$ cat config.mk
export PLATFORM = sky130hd
export DESIGN_NAME = range_converter
export DESIGN_NICKNAME = d
export VERILOG_FILES = /design/src/rtl/range_conv_pkg.sv /design/src/rtl/range_divider.sv /design/src/rtl/range_converter.sv
export SDC_FILE = /design/constraint.sdc
export NUM_CORES = 1
export LEC_CHECK = 0
export ABC_AREA = 0
export ABC_CLOCK_PERIOD_IN_PS = 5800
export CAP_MARGIN = 15
export CORE_ASPECT_RATIO = 1.4
export CORE_UTILIZATION = 47
export CTS_BUF_LIST = sky130_fd_sc_hd__clkbuf_8
export DETAILED_ROUTE_END_ITERATION = 8
export GPL_TIMING_DRIVEN = 0
export PLACE_DENSITY_LB_ADDON = 0.3
export SKIP_CTS_REPAIR_TIMING = 1
export SYNTH_ARGS = -nofsm -noshare
export SYNTH_HDL_FRONTEND = slang
export SYNTH_SLANG_ARGS = --single-unit
$ cat constraint.sdc
create_clock -name i_Clk -period 5.8 [get_ports i_Clk]
set_clock_uncertainty 0.05 [all_clocks]
set_input_delay 1.45 -clock i_Clk [delete_from_list [all_inputs] [get_ports i_Clk]]
set_output_delay 1.45 -clock i_Clk [all_outputs]
set_load 0.02 [all_outputs]
$ cat src/rtl/range_conv_pkg.sv
// range_conv_pkg: shared types and helpers for the range converter.
//   conv_state_e : converter FSM states (IDLE -> LOAD -> DIVIDE -> DONE)
//   span()       : width of a closed range expressed as hi - lo
package range_conv_pkg;

   typedef enum logic [1:0] {
      ST_IDLE   = 2'd0,
      ST_LOAD   = 2'd1,
      ST_DIVIDE = 2'd2,
      ST_DONE   = 2'd3
   } conv_state_e;

   function automatic int unsigned span(input int unsigned hi, input int unsigned lo);
      return hi - lo;
   endfunction

endpackage

$ cat src/rtl/range_divider.sv
// range_divider: sequential restoring divider, one quotient bit per clock, MSB first.
//   i_Clk, i_Rst_L : clock, async active-low reset
//   i_Start        : load dividend/divisor and begin (takes priority over a running division)
//   i_Dividend     : numerator,   g_Div_Width bits
//   i_Divisor      : denominator, g_Div_Width bits, must be non-zero
//   o_Quotient     : result of the final step, valid while o_Done is high
//   o_Done         : high during the last of the g_Div_Width step cycles
module range_divider #(
   parameter int unsigned g_Div_Width = 12
) (
   input  logic                   i_Clk,
   input  logic                   i_Rst_L,
   input  logic                   i_Start,
   input  logic [g_Div_Width-1:0] i_Dividend,
   input  logic [g_Div_Width-1:0] i_Divisor,
   output logic [g_Div_Width-1:0] o_Quotient,
   output logic                   o_Done
);
   localparam int unsigned W     = g_Div_Width;
   localparam int unsigned CNT_W = (W > 1) ? $clog2(W) : 1;

   logic [W-1:0]     rem_q, rem_d, quo_q, quo_d, dvs_q, dvs_d;
   logic [CNT_W-1:0] cnt_q, cnt_d;
   logic             busy_q, busy_d;
   logic [W:0]       shifted, trial;
   logic             q_bit, last;
   logic [W-1:0]     step_quo;

   always_comb begin
      // Shift next dividend bit into the partial remainder, then trial-subtract.
      shifted  = {rem_q, quo_q[W-1]};
      trial    = shifted - {1'b0, dvs_q};
      q_bit    = ~trial[W];
      step_quo = {quo_q[W-2:0], q_bit};
      last     = busy_q && (cnt_q == CNT_W'(W-1));

      rem_d  = rem_q;
      quo_d  = quo_q;
      dvs_d  = dvs_q;
      cnt_d  = cnt_q;
      busy_d = busy_q;
      if (i_Start) begin
         rem_d  = '0;
         quo_d  = i_Dividend;
         dvs_d  = i_Divisor;
         cnt_d  = '0;
         busy_d = 1'b1;
      end else if (busy_q) begin
         // Remainder is always < divisor, so W bits hold it.
         rem_d = q_bit ? trial[W-1:0] : shifted[W-1:0];
         quo_d = step_quo;
         cnt_d = cnt_q + CNT_W'(1);
         if (last) busy_d = 1'b0;
      end
   end

   always_ff @(posedge i_Clk or negedge i_Rst_L) begin
      if (!i_Rst_L) begin
         rem_q  <= '0;
         quo_q  <= '0;
         dvs_q  <= '0;
         cnt_q  <= '0;
         busy_q <= 1'b0;
      end else begin
         rem_q  <= rem_d;
         quo_q  <= quo_d;
         dvs_q  <= dvs_d;
         cnt_q  <= cnt_d;
         busy_q <= busy_d;
      end
   end

   // Final quotient is taken straight from the last step so the caller can
   // register it on the same edge that ends the division.
   assign o_Quotient = step_quo;
   assign o_Done     = last;

endmodule

$ cat src/rtl/range_converter.sv
// range_converter: free-running linear rescale of i_Old_Value from
// [g_Old_Min,g_Old_Max] to [g_New_Min,g_New_Max] using a sequential divider.
//   i_Clk       : clock, rising edge
//   i_Rst_L     : async active-low reset
//   i_Old_Value : value to convert, sampled only in LOAD
//   o_New_Value : converted value, registered, updated on entry to DONE
//   o_Valid     : high for the single DONE cycle of each conversion
// Optional macro RANGE_CONV_ROUND_EN: adds half the old span to the dividend
// for round-half-up instead of truncation.
module range_converter
   import range_conv_pkg::*;
#(
   parameter int unsigned g_Old_Max   = 100,
   parameter int unsigned g_Old_Min   = 10,
   parameter int unsigned g_New_Max   = 15,
   parameter int unsigned g_New_Min   = 0,
   parameter int unsigned g_Old_Width = 8,
   parameter int unsigned g_New_Width = 4,
   parameter int unsigned g_Div_Width = 12
) (
   input  logic                   i_Clk,
   input  logic                   i_Rst_L,
   input  logic [g_Old_Width-1:0] i_Old_Value,
   output logic [g_New_Width-1:0] o_New_Value,
   output logic                   o_Valid
);
   localparam int unsigned OLD_SPAN = span(g_Old_Max, g_Old_Min);
   localparam int unsigned NEW_SPAN = span(g_New_Max, g_New_Min);
   localparam logic [g_Old_Width-1:0] OLD_MIN_W = g_Old_Width'(g_Old_Min);
   localparam logic [g_Old_Width-1:0] OLD_MAX_W = g_Old_Width'(g_Old_Max);

   if (g_Old_Max <= g_Old_Min) begin : g_chk_old
      $error("range_converter: g_Old_Max must exceed g_Old_Min");
   end
   if (g_New_Max < g_New_Min) begin : g_chk_new
      $error("range_converter: g_New_Max must be >= g_New_Min");
   end
   if (g_New_Max >= (64'd1 << g_New_Width)) begin : g_chk_new_w
      $error("range_converter: g_New_Max does not fit g_New_Width");
   end
   if ((64'(OLD_SPAN) * 64'(NEW_SPAN) + 64'(OLD_SPAN / 2)) >= (64'd1 << g_Div_Width)) begin : g_chk_div_w
      $error("range_converter: g_Div_Width too narrow for span product");
   end

   conv_state_e state_q, state_d;
   logic [g_New_Width-1:0] new_value_q, new_value_d;
   logic [g_Old_Width-1:0] clamped, offset;
   logic [g_Div_Width-1:0] dividend, div_quot;
   logic                   div_start, div_done;

   // Clamp first so out-of-range inputs saturate rather than wrap.
   always_comb begin
      clamped = i_Old_Value;
      if (i_Old_Value < OLD_MIN_W)      clamped = OLD_MIN_W;
      else if (i_Old_Value > OLD_MAX_W) clamped = OLD_MAX_W;
      offset   = clamped - OLD_MIN_W;
`ifdef RANGE_CONV_ROUND_EN
      dividend = g_Div_Width'(offset) * g_Div_Width'(NEW_SPAN) + g_Div_Width'(OLD_SPAN / 2);
`else
      dividend = g_Div_Width'(offset) * g_Div_Width'(NEW_SPAN);
`endif
   end

   range_divider #(.g_Div_Width(g_Div_Width)) u_div (
      .i_Clk      (i_Clk),
      .i_Rst_L    (i_Rst_L),
      .i_Start    (div_start),
      .i_Dividend (dividend),
      .i_Divisor  (g_Div_Width'(OLD_SPAN)),
      .o_Quotient (div_quot),
      .o_Done     (div_done)
   );

   // State register
   always_ff @(posedge i_Clk or negedge i_Rst_L) begin
      if (!i_Rst_L) begin
         state_q     <= ST_IDLE;
         new_value_q <= g_New_Width'(g_New_Min);
      end else begin
         state_q     <= state_d;
         new_value_q <= new_value_d;
      end
   end

   // Next state
   always_comb begin
      state_d     = state_q;
      new_value_d = new_value_q;
      case (state_q)
         ST_IDLE:   state_d = ST_LOAD;
         ST_LOAD:   state_d = ST_DIVIDE;
         ST_DIVIDE: if (div_done) begin
                       state_d     = ST_DONE;
                       new_value_d = g_New_Width'(div_quot + g_Div_Width'(g_New_Min));
                    end
         ST_DONE:   state_d = ST_IDLE;
         default:   state_d = ST_IDLE;
      endcase
   end

   // Outputs
   always_comb begin
      div_start = (state_q == ST_LOAD);
      o_Valid   = (state_q == ST_DONE);
   end

   assign o_New_Value = new_value_q;

endmodule

==> out/metrics.yaml, run 1 <==
logic_synthesis:
  synthCells: 339
  ys_seq_area_share_pct: 28.83
  synth.ff_latch_count: 36
  post_syn_nets: 387
  netlist-cell-type-count: 58
  synth-edff-count: 0
  yosysTopAreaCell: "sky130_fd_sc_hd__dfrtp_1"
  yosysWarnings: 0
  synth_top_flop_cell: "sky130_fd_sc_hd__dfrtp_1"
  async_reset_ff_share_pct: 100.0
  avgSynthCellArea_um2: 9.216
  synthesis.area_mm2: 0.003124
  synth.area.top_cells: "sky130_fd_sc_hd__dfrtp_1, sky130_fd_sc_hd__ha_1, sky130_fd_sc_hd__mux2i_1, sky130_fd_sc_hd__fa_1, sky130_fd_sc_hd__inv_1"
  yosysTopAreaCellShare_pct: 28.83
die:
  initial_standard_cell_utilization_of_the_core_pct: 49.62
  dieWidth_um: 70.91
  die-area_mm2: 0.006982
  core-area_mm2: 0.006296
  die_h_um: 98.47
  boundary_pins: 15
  rows: 34
min_path:
  worstHoldEndpoint: "o_New_Value[2]$_DFFE_PN0P_"
  hold_path.startpoint: "o_New_Value[2]$_DFFE_PN0P_"
  min_path_type: "flop to flop"
  hold_depth: 1
drt:
  detailedRoute.firstPassIterationCount: 6
  antenna_violating_nets_post_route: 0
  route.final.wire_length_um: 6405
  wire_per_inst_um: 14.86
  detailedRoute.firstIterationViolations: 124
  avgViaCountPerCell: 5.689
  drt_drc: 0
  dr_total_vias: 2452
setup_path:
  crit_fanout: 5
  crit_slowest_cell: "sky130_fd_sc_hd__or3b_2"
  critPathRequiredTime_ps: 5920
  worst-r2r-cell-count: 8
  critical_path.cell_chain: "clkdlybuf4s50_1, o21ai_0, nand2_1, a31oi_1, nor2b_1, a21oi_2, inv_1, ha_2, inv_1, a21oi_1, or3b_2, a21oi_4, inv_2, fa_1, inv_1, ha_1, ha_2, a2111o_1, a21oi_2, mux2i_1, nor2_1"
  end_of_the_worst_register_to_register_path: "u_div.rem_q[10]$_DFFE_PN0P_"
  critical_path.startpoint_type: "input pin"
  setup.worst_path.end_class: "flop"
  regToRegSetupSlack_ps: 3310
  cpMostUsedCell: "sky130_fd_sc_hd__inv_1"
  worst_path_largest_cell_delay_ps: 490
  regToRegStartpoint: "u_div.dvs_q[1]$_DFFE_PN0P_"
  critPathArrivalTime_ps: 5730
  worst-setup-path-type: "input pin to flop"
timing:
  timing_max_transition_violations_final: 0
  grt_setup_unrepaired: "yes"
  layout_worst_path_cycle_share_pct: 96.59
  setup_ws_ps: 197.9
  max_clock_freq_ghz: 0.1785
  hold-worst-slack_ps: 461.5
  tightest_slew_ps: 791.4
  period_minus_slack_ps: 5602
  setup_tns_ps: 0
  finalSetupViolations: 0
  headroom_to_the_max_slew_limit_pct: 47.24
  hold_violation_count_in_the_final_report: 0
finish:
  fin_cells: 431
  layout_common_cells: "sky130_fd_sc_hd__inv_1, sky130_fd_sc_hd__dfrtp_1, sky130_fd_sc_hd__nor2_1"
  final_net_count: 406
  diodes: 0
  final_layout_size_suffix_gt1_share_pct: 10.86
  synthToLayoutAreaGrowth_pct: 11.61
  final_standard_cell_utilization_of_the_core_pct: 55.39
  post-route-cell-area_mm2: 0.003487
power_and_ir_drop:
  p_switching_uw: 342.3
  pwr-share-seq_pct: 34.9
  power_density_mw_per_mm2: 263.5
  power.switching_fraction_pct: 37.26
  cellLeakagePower_nw: 1.700
  p_int_uw: 576.5
  post-layout-total-power_uw: 918.8
  combPwrFrac_pct: 46.3
  worst_ir_drop_vdd_v: 0.0001421
  clock_power_share_pct: 18.8
global_route:
  antenna_found_initial: 0
  grt.total_usage_pct: 20.14
  gr-total-overflow: 0
  wire_length_of_the_first_global_routing_pass_um: 11290
  grt_pass1_vias: 2488
  grt_max_degree: 37
placement:
  placed_cells_incl_taps: 423
  place_area_mm2: 0.003329
  hpwlAfterDp_um: 4885
  dpl_worst_slack_ps: -779.4
  port_buffers: 12
  place.gp.congestion: 0.8023
status:
  run_status: "completed"
clock_tree:
  clockBufferDepth: 2
  cts.root.buffer_cell: "sky130_fd_sc_hd__clkbuf_8"
  number_of_clock_buffers_inserted_by_tritoncts: 5
  tritoncts: "yes"
  path_clk_slew_ps: 70
  clock_sinks: 36
  cts.htree.levels: 2
  clkLatencyLatePin_ps: 290
flow_run:
  cap_violations: 0
-- registers in the layout (all words and copies together), names as in the netlist --
signal / count
u_div.cnt_q: 4
o_New_Value: 4
state_q: 2
u_div.quo_q: 12
u_div.dvs_q: 1
u_div.busy_q: 1
u_div.rem_q: 12
-- worst max path at each step --
stage,slack (ps),from,to
floorplan,140,i_Old_Value[6],u_div.quo_q[11]$_DFFE_PN0P_
finish,200,i_Old_Value[0],u_div.quo_q[11]$_DFFE_PN0P_
CTS,-490,i_Old_Value[1],u_div.quo_q[11]$_DFFE_PN0P_
global route,-60,i_Old_Value[0],u_div.quo_q[11]$_DFFE_PN0P_
global placement,-710,i_Old_Value[1],u_div.quo_q[11]$_DFFE_PN0P_
detailed placement,-780,i_Old_Value[1],u_div.quo_q[11]$_DFFE_PN0P_
-- power by group through the flow --
stage | registers (mW) | clock network [mW] | logic (mW)
finish | 0.321 | 0.172 | 0.426
global route | 0.326 | 0.184 | 0.481
CTS | 0.322 | 0.178 | 0.406
detailed placement | 0.326 | 0 | 0.403
global placement | 0.324 | 0 | 0.396
floorplan | 0.336 | 0 | 0.296
-- synth_stat cells (2+ instances only) --
cell and number:
sky130_fd_sc_hd__nand2b_1 4, sky130_fd_sc_hd__a21oi_1 15, sky130_fd_sc_hd__clkbuf_1 9, sky130_fd_sc_hd__fa_1 9, sky130_fd_sc_hd__a211oi_1 9, sky130_fd_sc_hd__buf_1 2
sky130_fd_sc_hd__nor3_1 7, sky130_fd_sc_hd__o211ai_1 2, sky130_fd_sc_hd__o21ai_0 17, sky130_fd_sc_hd__nand2_1 19, sky130_fd_sc_hd__nor4_1 4, sky130_fd_sc_hd__ha_1 29
sky130_fd_sc_hd__inv_1 35, sky130_fd_sc_hd__dfrtp_1 36, sky130_fd_sc_hd__or3_1 2, sky130_fd_sc_hd__nor2_1 28, sky130_fd_sc_hd__mux2_2 6, sky130_fd_sc_hd__nor2b_1 6
sky130_fd_sc_hd__xor2_1 9, sky130_fd_sc_hd__nand4_1 4, sky130_fd_sc_hd__a32oi_1 2, sky130_fd_sc_hd__nand3_1 3, sky130_fd_sc_hd__mux2i_1 23, sky130_fd_sc_hd__a21o_1 6
sky130_fd_sc_hd__xnor2_1 11, sky130_fd_sc_hd__a31oi_1 5, sky130_fd_sc_hd__nand3b_1 3, sky130_fd_sc_hd__o21bai_1 3, sky130_fd_sc_hd__o21a_1 2
-- final cells by class --
type                    instances  area (µm²)
well taps                      72       90.09
flip-flops and latches         36       900.9
inverters                      37       138.9
multi-input cells             253        2085
plain buffers                  13       60.06
fillers                       572        2809
clock inverters                 3       16.27
repair buffers                 12       127.6
clock buffers                   5       68.82
-- routing by layer --
metal	wire length [µm]	global-route usage, %	vias up	part of all wire, %
li1	-	-	1227	-
met1	2586	22.39	1189	40
met2	3598	39.20	28	56
met3	101	2.249	8	1.6
met4	119	6.308	0	1.9
met5	0	0	-	0
-- worst max-delay path: cells and delay by family --
family,cells,cell delay [ps]
buffers and inverters,5,720
AOI/OAI and AO/OA,7,1210
and+or+nand+nor,4,840
muxes,1,200
adders and majority gates,4,1310
-- logic make-up (layout without fill, tap and decap cells) --
logic type,Yosys count,count (layout),share of synthesized area [%]
simple gates,91,91,15.50
compound gates,75,75,16.78
buf+inv,50,70,6.368
fa+ha+maj,38,38,17.38
flops,36,36,28.83
mux,29,29,9.531
xor+xnor,20,20,5.607
Note: power is estimated with default switching activity, not from simulation.
==> run 2: changes to the inputs <==
--- a/config.mk
+++ b/config.mk
@@ -6,7 +6,7 @@
 export NUM_CORES = 1
 export LEC_CHECK = 0
 export ABC_AREA = 0
-export ABC_CLOCK_PERIOD_IN_PS = 5800
+export ABC_CLOCK_PERIOD_IN_PS = 6800
 export CAP_MARGIN = 15
 export CORE_ASPECT_RATIO = 1.4
 export CORE_UTILIZATION = 47
==> constraint.sdc (replaced) <==
create_clock -name i_Clk -period 6.8 [get_ports i_Clk]
set_clock_uncertainty 0.05 [all_clocks]
set_input_delay 1.7 -clock i_Clk [delete_from_list [all_inputs] [get_ports i_Clk]]
set_output_delay 1.7 -clock i_Clk [all_outputs]
set_load 0.02 [all_outputs]
==> run 2 against run 1 <==
  * Critical path depth stayed put
  * Cell area fell by 1.9%
  * First-iteration DRC count grew 2.4%
  * Utilization decreased by 1.1 points
  * Global-route usage unchanged
  * Register-to-register slack better by 1000 ps
  * Count of clock-buffer cells in the layout stayed put
  * Critical path type unchanged
  * Sequential power shrank 15%
  * Combinational power shrank 19%
  * Die area unchanged
==> out/metrics.yaml, run 2 (same netlist as run 1, synthesis figures left out) <==
die:
  die_h_um: 98.47  # unchanged
  core-area_mm2: 0.006296  # unchanged
  dieWidth_um: 70.91  # unchanged
  initial_standard_cell_utilization_of_the_core_pct: 49.62  # unchanged
  die-area_mm2: 0.006982  # unchanged
  boundary_pins: 15  # unchanged
  rows: 34  # unchanged
setup_path:
  setup.worst_path.end_class: "flop"  # unchanged
  worst_path_largest_cell_delay_ps: 610  # was 490 ps
  critPathRequiredTime_ps: 6920  # was 5920 ps
  worst-setup-path-type: "input pin to flop"  # unchanged
  regToRegSetupSlack_ps: 4310  # was 3310 ps
  end_of_the_worst_register_to_register_path: "u_div.rem_q[10]$_DFFE_PN0P_"  # unchanged
  cp_top_family: "adder cells"  # unchanged
  regToRegStartpoint: "u_div.dvs_q[1]$_DFFE_PN0P_"  # unchanged
  critical_path.cell_chain: "clkdlybuf4s50_1, nor2_1, nand2_1, a31oi_1, nor2b_1, a21oi_1, inv_1, ha_1, inv_1, a21oi_1, or3b_2, a21oi_1, inv_1, fa_1, inv_1, ha_1, ha_1, a2111o_1, a21oi_1, mux2i_1, nor2_1"  # was clkdlybuf4s50_1, o21ai_0, nand2_1, a31oi_1, nor2b_1, a21oi_2, inv_1, ha_2, inv_1, a21oi_1, or3b_2, a21oi_4, inv_2, fa_1, inv_1, ha_1, ha_2, a2111o_1, a21oi_2, mux2i_1, nor2_1
  critical_path.startpoint_type: "input pin"  # unchanged
  worstPathBufferInverterCount: 5  # unchanged
  critPathArrivalTime_ps: 6530  # was 5730 ps
  startpoint: "i_Old_Value[4]"  # was i_Old_Value[0]
  crit_slowest_cell: "sky130_fd_sc_hd__clkdlybuf4s50_1"  # was sky130_fd_sc_hd__or3b_2
  worst-r2r-cell-count: 8  # unchanged
  crit_fanout: 7  # was 5
drt:
  detail_route.wirelength.met1_um: 2603  # was 2586 µm
  drt_drc: 0  # unchanged
  detailedRoute.firstIterationViolations: 127  # was 124
  met3_length_um: 86  # was 101 µm
  antenna_violating_nets_post_route: 0  # unchanged
  avgViaCountPerCell: 5.643  # was 5.689
  route.met2.wl_um: 3538  # was 3598 µm
  route.final.wire_length_um: 6349  # was 6405 µm
  detailedRoute.firstPassIterationCount: 6  # unchanged
  dr_total_vias: 2432  # was 2452
  wire_per_inst_um: 14.73  # was 14.86 µm
  dr.max_layer_used: "met4"  # unchanged
timing:
  max_clock_freq_ghz: 0.1560
  grt_setup_unrepaired: "no"  # was yes
  setup_ws_ps: 389.0  # was 197.9 ps
  timing_max_transition_violations_final: 0  # unchanged
  hold_violation_count_in_the_final_report: 0  # unchanged
  hold-worst-slack_ps: 461.5  # about the same
  period_minus_slack_ps: 6411
  setup_tns_ps: 0  # unchanged
  finalSetupViolations: 0  # unchanged
  headroom_to_the_max_slew_limit_pct: 46.85  # was 47.24%
  tightest_slew_ps: 797.3  # was 791.4 ps
  layout_worst_path_cycle_share_pct: 94.28
finish:
  layout.area.seq_um2: 900.9  # unchanged
  multi_input_comb_area_mm2: 0.002031  # was 0.002085 mm²
  final_layout_size_suffix_gt1_share_pct: 7.799  # was 10.86%
  fill_cells: 582  # was 572
  layout_commonest_cell: "sky130_fd_sc_hd__inv_1"
  fin_cells: 431  # unchanged
  layout_common_cells: "sky130_fd_sc_hd__inv_1, sky130_fd_sc_hd__dfrtp_1, sky130_fd_sc_hd__ha_1"  # was sky130_fd_sc_hd__inv_1, sky130_fd_sc_hd__dfrtp_1, sky130_fd_sc_hd__nor2_1
  diodes: 0  # unchanged
  synthToLayoutAreaGrowth_pct: 9.491  # was 11.61%
  reg_top3: "u_div.quo_q: 12 flops, u_div.rem_q: 12 flops"  # unchanged
  final_net_count: 406  # unchanged
power_and_ir_drop:
  post-layout-total-power_uw: 763.7  # was 918.8 µW
  cellLeakagePower_nw: 1.652  # was 1.700 nW
  worst_ir_drop_vdd_v: 0.0001099  # was 0.0001421 V
  power_density_mw_per_mm2: 223.3  # was 263.5 mW/mm²
global_route:
  gr-total-overflow: 0  # unchanged
  grt.total_usage_pct: 20.14  # unchanged
  antenna_found_initial: 0  # unchanged
  wire_length_of_the_first_global_routing_pass_um: 11290  # unchanged
  grt_pass1_vias: 2488  # unchanged
  grt_max_degree: 37  # unchanged
min_path:
  hold_path.startpoint: "o_New_Value[2]$_DFFE_PN0P_"  # unchanged
  min_path_type: "flop to flop"  # unchanged
  hold_depth: 1  # unchanged
  worstHoldEndpoint: "o_New_Value[2]$_DFFE_PN0P_"  # unchanged
clock_tree:
  cts.htree.levels: 2  # unchanged
  cts.root.buffer_cell: "sky130_fd_sc_hd__clkbuf_8"  # unchanged
  clkLatencyLatePin_ps: 290  # about the same
  number_of_clock_buffers_inserted_by_tritoncts: 5  # unchanged
  clockBufferDepth: 2  # unchanged
  clock_sinks: 36  # unchanged
  tritoncts: "yes"  # unchanged
  path_clk_slew_ps: 70  # about the same
status:
  run_status: "completed"  # unchanged
placement:
  port_buffers: 12  # unchanged
  placed_cells_incl_taps: 423  # unchanged
  dpl_worst_slack_ps: -29.36  # was -779.4 ps
  place.gp.congestion: 0.8023  # unchanged
  hpwlAfterDp_um: 4885  # unchanged
flow_run:
  cap_violations: 0  # unchanged
[run 2: cell types whose count changed in the layout (fill, tap and decap cells not counted), sizes merged]
cell / delta
dlymetal6s2s: -5
clkdlybuf4s50: +5
[run 2: per-layer routing]
metal  global-route usage, %  up-vias
li1                        -     1222
met1                   22.39     1170
met2                   39.20       32
met3                   2.249        8
met4                   6.308        0
met5                       0        -
[run 2: worst max-delay path by stage]
stage                                              to  cells after the start  slack, ps
after floorplan           u_div.quo_q[11]$_DFFE_PN0P_                     18        890
after global placement    u_div.quo_q[11]$_DFFE_PN0P_                     18         40
after detailed placement  u_div.quo_q[11]$_DFFE_PN0P_                     18        -30
after CTS                 u_div.quo_q[11]$_DFFE_PN0P_                     18        260
after global routing      u_div.quo_q[11]$_DFFE_PN0P_                     18         50
final                     u_div.quo_q[11]$_DFFE_PN0P_                     21        390
[run 2: per-stage QoR]
| stage | instance area [µm²] | util, % |
|---|---|---|
| after floorplan | 3124 | - |
| after global placement | 3334 | 52.96 |
| after detailed placement | 3329 | 52.88 |
| after CTS | 3415 | 54.23 |
| after global routing | 3421 | 54.33 |
| final | 3421 | 54.33 |
[run 2: power by group]
part	total, mW	internal [mW]	switching, mW
Clock	0.147	0.0701	0.0769
Combinational	0.343	0.162	0.181
Sequential	0.274	0.252	0.0212
Total	0.764	0.484	0.279
[run 2: cell type report]
| type | instances | area share (%) |
|---|---|---|
| clock buffers | 5 | 2.012 |
| repair buffers | 12 | 3.365 |
| inverters | 37 | 4.060 |
| multi-input cells | 253 | 59.36 |
| well taps | 72 | 2.634 |
| flip-flops and latches | 36 | 26.34 |
| plain buffers | 13 | 1.756 |
| clock inverters | 3 | 0.4755 |
